--- config.mk ---
export PLATFORM = sky130hd
export DESIGN_NAME = uart_frame_parser
export DESIGN_NICKNAME = d
export VERILOG_FILES = /design/src/rtl/uart_frame_parser.sv
export SDC_FILE = /design/constraint.sdc
export NUM_CORES = 1
export LEC_CHECK = 0
export CAP_MARGIN = 20
export CORE_UTILIZATION = 48
export CTS_CLUSTER_SIZE = 10
export DETAILED_ROUTE_END_ITERATION = 7
export PLACE_DENSITY = 0.75
export SLEW_MARGIN = 20
export SYNTH_ARGS = -nofsm -noshare
export SYNTH_HDL_FRONTEND = slang
export SYNTH_SLANG_ARGS = --single-unit
--- constraint.sdc ---
create_clock -name clk -period 1.9 [get_ports clk]
set_input_delay 0.38 -clock clk [delete_from_list [all_inputs] [get_ports clk]]
set_output_delay 0.38 -clock clk [all_outputs]
set_load 0.01 [all_outputs]
--- src/rtl/uart_frame_parser.sv ---
// Frame parser behind the UART receiver: header search, LEN, indexed payload stream, additive checksum.
// Optional inter-byte timeout abort is enabled by defining UART_FRAME_TIMEOUT_EN.
module uart_frame_parser #(
    parameter logic [7:0]  HEAD0       = 8'h55,
    parameter logic [7:0]  HEAD1       = 8'hAA,
    parameter int          MAX_LEN     = 16,
    parameter logic [19:0] TIMEOUT_CYC = 20'd500000
) (
    input  logic       clk,
    input  logic       rstn,
    input  logic       rx_done,
    input  logic [7:0] rx_data,
    output logic       out_valid,
    output logic [7:0] out_data,
    output logic [7:0] out_index,
    output logic [7:0] frame_len,
    output logic       frame_ok,
    output logic       frame_err,
    output logic [1:0] err_code
);
    typedef enum logic [2:0] {IDLE, HDR1, LEN, DATA, CHK} state_t;

    localparam logic [7:0] MAX_LEN_B = 8'(MAX_LEN);

    state_t     state_q, state_d, cur;
    logic       rx_done_q;
    logic [7:0] sum_q, sum_d;
    logic [7:0] count_q, count_d;
    logic [7:0] len_q, len_d;
    logic       out_valid_q, out_valid_d;
    logic [7:0] out_data_q, out_data_d;
    logic [7:0] out_index_q, out_index_d;
    logic       ok_q, ok_d;
    logic       err_q, err_d;
    logic [1:0] code_q, code_d;
    logic       accept;

    assign accept = rx_done && !rx_done_q;

`ifdef UART_FRAME_TIMEOUT_EN
    logic [19:0] tmo_q, tmo_d;
    logic        tmo_hit;
    assign tmo_hit = (state_q != IDLE) && (tmo_q == TIMEOUT_CYC - 20'd1);

    always_ff @(posedge clk) begin
        if (!rstn) tmo_q <= '0;
        else       tmo_q <= tmo_d;
    end
`else
    logic unused_timeout;
    assign unused_timeout = ^TIMEOUT_CYC;
`endif

    always_comb begin
        state_d     = state_q;
        cur         = state_q;
        sum_d       = sum_q;
        count_d     = count_q;
        len_d       = len_q;
        out_valid_d = 1'b0;
        out_data_d  = out_data_q;
        out_index_d = out_index_q;
        ok_d        = 1'b0;
        err_d       = 1'b0;
        code_d      = code_q;
`ifdef UART_FRAME_TIMEOUT_EN
        tmo_d = (accept || state_q == IDLE) ? 20'd0 : tmo_q + 20'd1;
        // Timeout wins; a byte landing on the same cycle is parsed as if in IDLE.
        if (tmo_hit) begin
            err_d   = 1'b1;
            code_d  = 2'd3;
            cur     = IDLE;
            state_d = IDLE;
            tmo_d   = '0;
        end
`endif
        if (accept) begin
            case (cur)
                IDLE: if (rx_data == HEAD0) state_d = HDR1;
                HDR1: begin
                    if (rx_data == HEAD1)      state_d = LEN;
                    else if (rx_data != HEAD0) state_d = IDLE;
                end
                LEN: begin
                    if (rx_data == 8'd0 || rx_data > MAX_LEN_B) begin
                        err_d   = 1'b1;
                        code_d  = 2'd1;
                        state_d = IDLE;
                    end else begin
                        len_d   = rx_data;
                        sum_d   = rx_data;
                        count_d = 8'd0;
                        state_d = DATA;
                    end
                end
                DATA: begin
                    out_valid_d = 1'b1;
                    out_data_d  = rx_data;
                    out_index_d = count_q;
                    sum_d       = sum_q + rx_data;
                    count_d     = count_q + 8'd1;
                    if (count_d == len_q) state_d = CHK;
                end
                CHK: begin
                    if (rx_data == sum_q) begin
                        ok_d   = 1'b1;
                        code_d = 2'd0;
                    end else begin
                        err_d  = 1'b1;
                        code_d = 2'd2;
                    end
                    state_d = IDLE;
                end
                default: state_d = IDLE;
            endcase
        end
    end

    // rx_done_q resets high so a level held through reset is not seen as a new byte.
    always_ff @(posedge clk) begin
        if (!rstn) begin
            state_q     <= IDLE;
            rx_done_q   <= 1'b1;
            sum_q       <= '0;
            count_q     <= '0;
            len_q       <= '0;
            out_valid_q <= 1'b0;
            out_data_q  <= '0;
            out_index_q <= '0;
            ok_q        <= 1'b0;
            err_q       <= 1'b0;
            code_q      <= '0;
        end else begin
            state_q     <= state_d;
            rx_done_q   <= rx_done;
            sum_q       <= sum_d;
            count_q     <= count_d;
            len_q       <= len_d;
            out_valid_q <= out_valid_d;
            out_data_q  <= out_data_d;
            out_index_q <= out_index_d;
            ok_q        <= ok_d;
            err_q       <= err_d;
            code_q      <= code_d;
        end
    end

    assign out_valid = out_valid_q;
    assign out_data  = out_data_q;
    assign out_index = out_index_q;
    assign frame_len = len_q;
    assign frame_ok  = ok_q;
    assign frame_err = err_q;
    assign err_code  = code_q;
endmodule

# Yosys cells after proc, flatten, opt, wreduce, memory -nomap -nowiden
# Cells that the tools add are included.
# W data, S select, Z words.
# totals
regBits	49
output_inout_bits	29
# op_classes
n_addsub	2
magnitude_cmp	1
n_eq_ne	14
muxes	18
bitwise_logic	1
reduce_logical	14
# ops
op	count
$pmux W8 S2	2
$eq A8 B8 Y1	2
$mux W8	2
$mux W3	4
$pmux W3 S4	1
$reduce_and A3 Y1	4
$add A8 B1 Y8 const B	1
$add A8 B8 Y8	1
$eq A8 B7 Y1 const B	1
$eq A8 B8 Y1 const B	1
$gt A8 B5 Y1 const B	1
$logic_not A8 Y1	1
$ne A2 B2 Y1 const B	4
$ne A8 B7 Y1 const B	1
$eq A3 B2 Y1 const B	2
$mux W2	3
$mux W1	4
$pmux W2 S2	1
$reduce_and A2 Y1	2
$reduce_and A4 Y1	1
$reduce_bool A2 Y1	2
$eq A3 B1 Y1 const B	1
$eq A3 B3 Y1 const B	1
$logic_not A3 Y1	1
other kinds (6)	6

# Longest topological paths before layout
# depth
ltp_word	4
ltp_mapped	9
ltp_nobuf	9

# Worst setup path before layout
# Ideal clock, no wire load.
# synth_path
path_type	input -> register
start	input port rx_data[1]
end	register sum_q[7]
setup_ns	0.074
t_arrival_ns	1.833
required_ns	1.826
path_slack_ns	-0.007
stages	7
path_buffers	0
cell_sequence	ha_1 > a21oi_1 > o211ai_1 > o41a_1 > xnor2_1 > or3_1 > a31oi_1
# synth_between
elab_chain_len	4
word_cells_on_any_way	7
# synth_lines
item	line_no	rtl
start, declared	12	input logic [7:0] rx_data,
$gt A8 B5 Y1 / $logic_not A8 Y1 (equally long branches)	85	if (rx_data == 8'd0 || rx_data > MAX_LEN_B) begin
$logic_or A1 B1 Y1	85	
$ne A2 B2 Y1 (no source line)	-	
$reduce_and A3 Y1 (no source line)	-	
end signal, assigned	136	sum_q <= sum_d;
end, declared	27	logic [7:0] sum_q, sum_d;
# Several ways; a longest one is shown, not always the timed one.
# A chain may end at the register's enable or synchronous reset.

# Final worst setup path
# layout_path
start	input port rx_data[6]
end	register sum_q[7]
# Same word-level chain as after synthesis.

==> results.sh <==
export IMPL_netlist_area_um2=2601
export IMPL_path_max_fanout=2
export IMPL_rrSetupSlack_ns=-0.01
export IMPL_tns_ns=-0.04381
export IMPL_syn_to_final_growth_pct=43.05
export IMPL_worst_hold_path_endpoint="out_data[6]"
export IMPL_rr_startpoint="sum_q[1]"
export IMPL_drt_iter0_drc=137
export IMPL_critical_path_class="input pin to flop"
export IMPL_ys_ff_latch=49
export IMPL_cts_root_buf="clkbuf_8"
export IMPL_async_flop_share_pct=0
export IMPL_ys_seq_area_share_pct=37.71
export IMPL_worst_pin_slew_ns=0.5045
export IMPL_start_util_pct=50.29
export IMPL_ys_types=53
export IMPL_clk_latency_ns=0.31
export IMPL_clock_sinks=49
export IMPL_ys_warnings_count=0
export IMPL_die_w_um=75.62
export IMPL_cp_required_ns=2.14
export IMPL_h_tree_depth=2
export IMPL_grt_util_met1_pct=29.38
export IMPL_layout_setup_ws_ns=-0.04381
export IMPL_rr_worst_depth=7
export IMPL_syn_num_nets=325
export IMPL_clock_fmax_ghz=0.5145
export IMPL_dieArea_um2=5718
export IMPL_use_met2_pct=44.05
export IMPL_n_antenna_cell=0
export IMPL_synth_avg_cell_area_um2=8.529
export IMPL_total_leakage_power_uw=0.001421
export IMPL_grt_use_met3_pct=5.026
export IMPL_synthFlopType="dfxtp_1"
export IMPL_grt_overflow=0
export IMPL_grt_max_degree=52
export IMPL_cts_buffers=5
export IMPL_grt_busiest_layer="met2"
export IMPL_io_buffers=39
export IMPL_die_h_um=75.62
export IMPL_failed_checks="negative setup slack"
export IMPL_relSlewSlack_pct=66.32
export IMPL_synth_cells=305
export IMPL_hold_ws_ns=0.4663
export IMPL_fin_util_pct=71.94
export IMPL_clock_path_buffers=2
export IMPL_core_um2=5172
export IMPL_maxCapViolCount=0
export IMPL_status="complete, but fails checks"
export IMPL_arrival_ns=2.18
export IMPL_finalCritPeriodShare_pct=102.3
export IMPL_final_cell_mix="nand2_1, dfxtp_1, buf_4"
export IMPL_drt_first_pass_iters=4
export IMPL_clk_pin_slew_ns=0.09
export IMPL_hp_class="flop to flop"
export IMPL_layout_commonest_cell="nand2_1"
export IMPL_io_pins=40
export IMPL_drc_errors=0
export IMPL_routabilityCongestion=0.8553
export IMPL_ant_nets=0
export IMPL_finalHoldViolations=0
export IMPL_startpoint_type="input pin"
export IMPL_viasPerCell=5.674
export IMPL_drv_slew=0
export IMPL_dp_hpwl_um=4796
export IMPL_r2r_end="sum_q[7]"
export IMPL_final_nets=406
export IMPL_post_route_min_period_ns=1.944
export IMPL_num_rows=26
export IMPL_setup_viol_count_final=1
export IMPL_wl_um=7172
export IMPL_endpoint_kind="flop"
export IMPL_drive_above_1_share_pct=24.81
export IMPL_detail_route_wl_per_cell_um=15.69
export IMPL_cts_tree="done"
export IMPL_grt_first_pass_wirelength_um=10830
export IMPL_synth_edf_count=0
export IMPL_vias=2593
export IMPL_nFillCells=373
export IMPL_track_usage_pct=25.34
export IMPL_cts_hold_buf=0
export IMPL_powerDensity_nw_per_um2=490.8
export IMPL_rsz0062_at_grt="yes"
export IMPL_antenna_found_initial=0
export IMPL_clock_skew_ns=0.004821
export IMPL_vdd_ir_drop_max_mv=0.3288
export IMPL_hold_depth=2
export IMPL_grt_pass1_vias=2424
export IMPL_min_from="out_data[6]"
repair_timing:
action                     4_1_cts  5_1_grt
setup endpoints to repair       28       25
pin swaps                       10       15
setup buffers                    3        2
resized for setup               20       34
critical path, stage by stage:
cell and delay, ns:
clkdlybuf4s50_1 0.47, ha_4 0.31, buf_4 0.11, nor2_1 0.03
nor2_1 0.14, o41a_1 0.20, xnor2_1 0.08, or3_1 0.31
a31oi_1 0.14
per-stage QoR:
stage	cells	setup WS, ns	instance area, um2	total power (uW)
final	457	-0.04381	3721	1826
after global routing	457	-0.1070	3721	1897
after CTS	455	0.0003013	3557	1820
after detailed placement	444	-0.5947	3366	1195
after global placement	444	-0.5231	3366	1193
after floorplan	305	0.01232	2605	1106
worst max-delay path by stage:
stage               slack, ns  cells after the start        from        end
floorplan                0.01                      7  rx_data[1]   sum_q[7]
global placement        -0.52                      9  rx_data[4]  frame_err
detailed placement      -0.59                      8  rx_data[1]   sum_q[7]
CTS                    0.0003                      8  rx_data[2]   sum_q[7]
global route            -0.11                      9  rx_data[6]   sum_q[7]
finish                  -0.04                      9  rx_data[6]   sum_q[7]
cell usage after synthesis (2+ instances only):
library cell / n / area, um2
ha_1: 8 / 100.1
a21boi_0: 16 / 120.1
nor4_2: 2 / 25.02
nor3_1: 7 / 35.03
nand3_1: 11 / 55.05
and3_1: 5 / 31.28
nor2_1: 17 / 63.81
xor2_1: 9 / 78.83
nor2b_1: 13 / 81.33
o21a_1: 3 / 22.52
o21ai_1: 2 / 10.01
clkbuf_1: 8 / 30.03
dfxtp_1: 49 / 980.9
or3_1: 2 / 12.51
buf_2: 4 / 20.02
mux2i_1: 5 / 50.05
o21ai_0: 17 / 85.08
inv_1: 8 / 30.03
nand2_1: 54 / 202.7
a21o_1: 2 / 15.01
nand4_1: 2 / 12.51
o211a_1: 4 / 40.04
xnor2_1: 6 / 52.55
nand2b_1: 3 / 18.77
nand3_2: 3 / 30.03
buf_6: 2 / 22.52
o211ai_1: 2 / 15.01
o221a_1: 2 / 22.52
a31oi_1: 6 / 37.54
nor4_1: 4 / 25.02
a21oi_1: 7 / 35.03
area by class of cell:
class | count | area [um2] | share of cell area [%]
Sequential cell | 49 | 987.2 | 26.53
Clock buffer | 5 | 68.82 | 1.849
Multi-Input combinational cell | 234 | 1725 | 46.37
Clock inverter | 3 | 22.52 | 0.6052
Tap cell | 70 | 87.58 | 2.354
Inverter | 8 | 30.03 | 0.8070
Timing Repair Buffer | 88 | 799.5 | 21.49
sequential cells by signal (all words and copies together) (netlist names):
| register | count |
|---|---|
| count_q | 8 |
| cur | 3 |
| err_code | 2 |
| frame_err | 1 |
| frame_len | 8 |
| frame_ok | 1 |
| out_data | 8 |
| out_index | 8 |
| out_valid | 1 |
| rx_done_q | 1 |
| sum_q | 8 |
logic make-up after synthesis:
| logic type | synth area share [%] |
|---|---|
| buffers and inverters | 3.944 |
| multiplexers | 1.924 |
| adder cells (fa/ha/maj) | 4.618 |
| AND/OR/NAND/NOR | 25.83 |
| flip-flops | 37.71 |
| XOR/XNOR | 5.916 |
| AO/OA/AOI/OAI | 20.06 |
routing by layer:
layer	part of all wire, %	vias up
li1	-	1236
met1	40	1246
met2	52	88
met3	4.7	23
met4	3.2	0
met5	0	-
power breakdown:
| part | internal, uW | switching, uW |
|---|---|---|
| Clock | 259 | 369 |
| Combinational | 86.3 | 86.2 |
| Sequential | 1030 | 0.700 |
No activity file was read; power rests on OpenSTA's default activity.
